### src/rtl/flag_branch_unit_pkg.sv
// rtl/flag_branch_unit_pkg.sv - shared flag indices, opcodes, condition codes and states for flag_branch_unit
package flag_branch_unit_pkg;

    localparam int FLAG_N = 2;
    localparam int FLAG_Z = 1;
    localparam int FLAG_V = 0;

    localparam logic [3:0] OP_ADD = 4'b0000;
    localparam logic [3:0] OP_SUB = 4'b0001;
    localparam logic [3:0] OP_AND = 4'b0010;
    localparam logic [3:0] OP_OR  = 4'b0100;
    localparam logic [3:0] OP_XOR = 4'b0101;
    localparam logic [3:0] OP_TST = 4'b0110;

    localparam logic [2:0] MASK_NZV  = 3'b111;
    localparam logic [2:0] MASK_Z    = 3'b010;
    localparam logic [2:0] MASK_NONE = 3'b000;

    localparam logic [2:0] COND_NE = 3'b000;
    localparam logic [2:0] COND_EQ = 3'b001;
    localparam logic [2:0] COND_GT = 3'b010;
    localparam logic [2:0] COND_LT = 3'b011;
    localparam logic [2:0] COND_GE = 3'b100;
    localparam logic [2:0] COND_LE = 3'b101;
    localparam logic [2:0] COND_OV = 3'b110;
    localparam logic [2:0] COND_AL = 3'b111;

    typedef enum logic {
        ST_IDLE = 1'b0,
        ST_HOLD = 1'b1
    } state_t;

    function automatic logic [2:0] flag_write_mask(input logic [3:0] op);
        case (op)
            OP_ADD, OP_SUB:                 return MASK_NZV;
            OP_AND, OP_OR, OP_XOR, OP_TST:  return MASK_Z;
            default:                        return MASK_NONE;
        endcase
    endfunction

endpackage

### src/rtl/branch_cond_eval.sv
// rtl/branch_cond_eval.sv - combinational condition-code evaluation against {N,Z,V}
module branch_cond_eval
    import flag_branch_unit_pkg::*;
(
    input  logic [2:0] flags,
    input  logic [2:0] cond,
    output logic       taken
);

    logic n;
    logic z;
    logic v;

    assign n = flags[FLAG_N];
    assign z = flags[FLAG_Z];
    assign v = flags[FLAG_V];

    always_comb begin
        taken = 1'b0;
        case (cond)
            COND_NE: taken = !z;
            COND_EQ: taken = z;
            COND_GT: taken = !z && !n;
            COND_LT: taken = n;
            COND_GE: taken = z || (!z && !n);
            COND_LE: taken = n || z;
            COND_OV: taken = v;
            COND_AL: taken = 1'b1;
            default: taken = 1'b0;
        endcase
    end

endmodule

### src/rtl/flag_branch_unit.sv
// rtl/flag_branch_unit.sv - flag register with branch resolution; FLAG_FWD_EN forwards ALU flags instead of stalling
module flag_branch_unit
    import flag_branch_unit_pkg::*;
(
    input  logic       clk,
    input  logic       rst_n,
    input  logic       ex_valid,
    input  logic [3:0] ex_op,
    input  logic [2:0] alu_flags,
    input  logic       br_valid,
    input  logic [2:0] br_cond,
    input  logic       flush,
    output logic [2:0] flags_q,
    output logic       stall,
    output logic       br_done,
    output logic       br_taken
);

    state_t     state;
    state_t     state_nxt;
    logic [2:0] wr_mask;
    logic [2:0] flags_merged;
    logic [2:0] eval_flags;
    logic [2:0] eval_cond;
    logic [2:0] hold_cond;
    logic [2:0] hold_cond_nxt;
    logic       hazard;
    logic       eval_taken;
    logic       done_nxt;
    logic       stall_raw;

    assign wr_mask      = ex_valid ? flag_write_mask(ex_op) : MASK_NONE;
    assign flags_merged = (flags_q & ~wr_mask) | (alu_flags & wr_mask);
    assign hazard       = br_valid && (wr_mask != MASK_NONE);

    branch_cond_eval u_cond_eval (
        .flags (eval_flags),
        .cond  (eval_cond),
        .taken (eval_taken)
    );

    always_comb begin
        state_nxt     = state;
        stall_raw     = 1'b0;
        done_nxt      = 1'b0;
        hold_cond_nxt = hold_cond;
        eval_flags    = flags_q;
        eval_cond     = br_cond;
        case (state)
            ST_IDLE: begin
                if (!flush && br_valid) begin
`ifdef FLAG_FWD_EN
                    eval_flags = hazard ? flags_merged : flags_q;
                    done_nxt   = 1'b1;
`else
                    if (hazard) begin
                        stall_raw     = 1'b1;
                        state_nxt     = ST_HOLD;
                        hold_cond_nxt = br_cond;
                    end else begin
                        done_nxt = 1'b1;
                    end
`endif
                end
            end
            ST_HOLD: begin
                // flags_q now holds the write that caused the stall
                state_nxt = ST_IDLE;
                eval_cond = hold_cond;
                done_nxt  = !flush;
            end
            default: state_nxt = ST_IDLE;
        endcase
    end

    assign stall = stall_raw && rst_n;

    always_ff @(posedge clk or negedge rst_n) begin
        if (!rst_n) begin
            state     <= ST_IDLE;
            flags_q   <= 3'b000;
            br_done   <= 1'b0;
            br_taken  <= 1'b0;
            hold_cond <= COND_NE;
        end else begin
            state     <= state_nxt;
            flags_q   <= flags_merged;
            br_done   <= done_nxt;
            hold_cond <= hold_cond_nxt;
            if (done_nxt) begin
                br_taken <= eval_taken;
            end
        end
    end

endmodule
### config.mk
export PLATFORM = sky130hd
export DESIGN_NAME = flag_branch_unit
export DESIGN_NICKNAME = d
export VERILOG_FILES = /design/src/rtl/flag_branch_unit_pkg.sv /design/src/rtl/branch_cond_eval.sv /design/src/rtl/flag_branch_unit.sv
export SDC_FILE = /design/constraint.sdc
export NUM_CORES = 1
export LEC_CHECK = 0
export BUFFER_PORTS_ARGS = -buffer_cell sky130_fd_sc_hd__buf_4
export CORE_MARGIN = 2
export CORE_UTILIZATION = 33
export DETAILED_ROUTE_END_ITERATION = 16
export GPL_ROUTABILITY_DRIVEN = 0
export PLACE_DENSITY_LB_ADDON = 0.12
export SKIP_LAST_GASP = 1
export SYNTH_ARGS = -nofsm -noshare
export SYNTH_HDL_FRONTEND = slang
export SYNTH_SLANG_ARGS = --single-unit
### constraint.sdc
create_clock -name clk -period 3 [get_ports clk]
set_input_delay 0.45 -clock clk [delete_from_list [all_inputs] [get_ports clk]]
set_output_delay 0.45 -clock clk [all_outputs]
set_load 0.005 [all_outputs]
==> metrics.log <==
INFO  metric power_frac_clock = 0.278
INFO  metric achievable-frequency = roughly 480 MHz
INFO  metric period_share = 0.689
INFO  metric wl_per_cell = 11.5 µm
INFO  metric crit_required = 2.55 ns
INFO  metric cell_count_after_synthesis = between 50 and 60
INFO  metric drtAntennaViolNets = 0
INFO  metric via_total_after_detailed_routing = between 400 and 500
INFO  metric outcome = complete, no violations
INFO  metric fp-row-count = 14
INFO  metric path_max_fanout = 6
INFO  metric die_outline_area = between 1500 and 2000 µm²
INFO  metric start_util = 0.343
INFO  metric clock_tree_from_tritoncts = yes
INFO  metric synth_area = 498 µm²
INFO  metric cts_setup_buffers = 0
INFO  metric hold_slack = around 0.37 ns
INFO  metric timing.critical_path.to_type = output port
INFO  metric synth_fp_nets = approximately 70
INFO  metric cts_made_buffers = 3
INFO  metric finalWorstPathRequiredPeriod = 2.07 ns
INFO  metric timing.critical_path.from_type = input pin
INFO  metric wl = between 1000 and 1500 µm
INFO  metric tightest_slew = between 0.3 and 0.4 ns
INFO  metric ioPinCount = 21
INFO  metric post_drt_via_cell_ratio = 5.00
INFO  metric p_comb_frac = 0.235
INFO  metric clock-root-buffer = clkbuf_4
INFO  metric grt_start_max_net_pins = 11
INFO  metric ys_ff_latch = 9
INFO  metric core = roughly 1500 µm²
INFO  metric grt_antenna_before_repair = 0
INFO  metric first_pass_iters = 2
INFO  metric clockBufferDepth = 2
INFO  metric fp.dieH = between 40 and 50 µm
INFO  metric p_seq_frac = 0.487
INFO  metric power.leakage = roughly 0.35 nW
INFO  metric hold_violations = 0
INFO  metric detailedPlace.worstSlack = approximately 0.92 ns
INFO  metric final_nets = 94
INFO  metric power_density = around 490 nW/µm²
INFO  metric timing.clock.skew = ~0.0073 ns
INFO  metric postLayoutSetupSlackWorst = 0.934 ns
INFO  metric hpwl = around 830 µm
INFO  metric final_layout_size_suffix_gt1_frac = 0.372
INFO  metric first_iter_violations = 2
INFO  metric net-switching-power = between 90 and 100 µW
INFO  metric first_pass_grt_wire_length = 1900 µm
INFO  metric report.final.slew_viol_count = 0
INFO  metric relative_slew_margins = 0.786
INFO  metric irDropWorstVdd = 0.328 mV
INFO  metric netSwitchingFraction = 0.281
INFO  metric global_route.usage.total = 0.146
INFO  metric port-buffer-count = 20
INFO  metric final-setup-viol-count = 0
INFO  metric areaGrowthSynthToFinish = 39.2%
INFO  metric first_global_vias = ~440
INFO  metric worst-setup-path-type = input pin to output port
INFO  metric fp.dieW = approximately 43 µm
INFO  metric max-cap-violations = 0
INFO  metric yosys.cell_types.count = 26
INFO  metric clk_transition_reported_paths = around 0.06 ns
INFO  metric drc = 0
INFO  metric insertedDiodeCount = 0
INFO  metric syn_avg_cell_area = approximately 9.2 µm²
INFO  metric clkLatencyLatePin = 0.26 ns
INFO  metric synthesis.yosys.warnings = 0
INFO  metric final.setup.tns = 0 ns
INFO  metric rsz0062_at_grt = no
INFO  metric synth.yosys.seq_area_share = 0.452
INFO  metric globalRouteOverflowTotal = 0
INFO  metric worstHoldPathType = input pin to flop
INFO  metric clock_sinks = 9
INFO  metric cp.arrival = 1.62 ns
INFO  metric htree_num_levels = 1
INFO  metric internal_power = roughly 240 µW
## power groups by stage
stage                     sequential [mW]  clock (mW)  combinational (mW)
after floorplan                     0.161           0              0.0365
after global placement              0.165           0              0.0790
final                               0.164      0.0936              0.0789
after CTS                           0.163      0.0980              0.0801
after global routing                0.167       0.111              0.0898
after detailed placement            0.165           0              0.0787
## through the flow
| step | power (mW) | area (µm²) | util | instances |
|---|---|---|---|---|
| final | 0.336 | 693 | 0.477 | 94 |
| after global routing | 0.367 | 693 | 0.477 | 94 |
| after CTS | 0.341 | 693 | 0.477 | 94 |
| after detailed placement | 0.244 | 657 | 0.452 | 89 |
| after global placement | 0.245 | 657 | 0.452 | 89 |
| after floorplan | 0.197 | 498 | - | 54 |
## critical path: stages
cell and delay (ns):
buf_4 0.10, nand2b_1 0.16, a21o_1 0.17, or3_1 0.40, inv_2 0.11, and2_1 0.13
buf_4 0.10
## cell usage in the layout, fill, tap and decap left out
cell / instances
nand2b_1: 2
o22a_1: 1
buf_4: 20
or4_1: 1
a32oi_1: 1
inv_2: 2
nor2_1: 1
or3_1: 2
a22oi_1: 1
nand2_1: 13
and2_1: 1
clkbuf_1: 1
dfrtp_1: 9
and2b_1: 1
clkbuf_4: 3
nand3_1: 1
dlygate4sd3_1: 1
nor4_1: 1
o211ai_1: 1
o2111ai_1: 1
a21o_1: 1
nor3_1: 1
mux2_4: 1
or2_1: 1
a221oi_1: 1
inv_1: 3
a21oi_1: 2
o21ai_0: 1
mux2_2: 3
## metal layers
metal | vias up | global-route usage | part of all wire
met5 | - | 0 | 0
met4 | 0 | 0.0750 | 0.0093
met3 | 2 | 0.0809 | 0.063
met2 | 14 | 0.188 | 0.45
met1 | 215 | 0.191 | 0.48
li1 | 239 | - | -
## path summary, 6_finish.rpt
kind | start | endpoint | slack (ns) | depth (start not counted)
max | ex_op[3] | stall | 0.93 | 7
min | alu_flags[1] | flop | 0.37 | 3
max reg2reg | state | br_taken | 1.50 | 4
min reg2reg | br_taken | br_taken | 0.51 | 2
max in group asynchronous | rst_n | hold_cond[0] | 2.31 | 2
min in group asynchronous | rst_n | hold_cond[2] | 0.55 | 2
## cells in the mapped netlist, drive strengths merged
library cell,instances,area share
o2111ai,1,0.018
nor3,1,0.010
nor2,1,0.0075
and2b,1,0.015
o22a,1,0.018
nand2b,2,0.025
nand2,13,0.098
a21oi,2,0.020
nor4,1,0.013
or4,1,0.015
a22oi,1,0.015
a221oi,1,0.018
a32oi,1,0.018
and2,1,0.013
inv,5,0.038
o21ai,1,0.010
nand3,1,0.010
or2,1,0.013
dfrtp,9,0.45
mux2,4,0.098
a21o,1,0.015
buf,1,0.023
o211ai,1,0.015
or3,2,0.025
## cell type report
class | count | area, µm²
Fill cell | 140 | 761
Multi-Input combinational cell | 39 | 243
Sequential cell | 9 | 225
Timing Repair Buffer | 21 | 160
Clock buffer | 4 | 26.3
Tap cell | 16 | 20.0
Inverter | 5 | 18.8
## logic make-up (layout without fill, tap and decap cells)
logic type	after synthesis	in the layout	share of synthesized area
AND/OR/NAND/NOR	25	25	0.244
AO/OA/AOI/OAI	10	10	0.146
flip-flops	9	9	0.452
buffers and inverters	6	30	0.0603
multiplexers	4	4	0.0980
## timing repair
item / in CTS / in global routing
gates resized for setup: 0 / 0
endpoints found under the hold margin: 4 / 0
hold buffers: 1 / 0
Power figures use the tool's default switching activity.
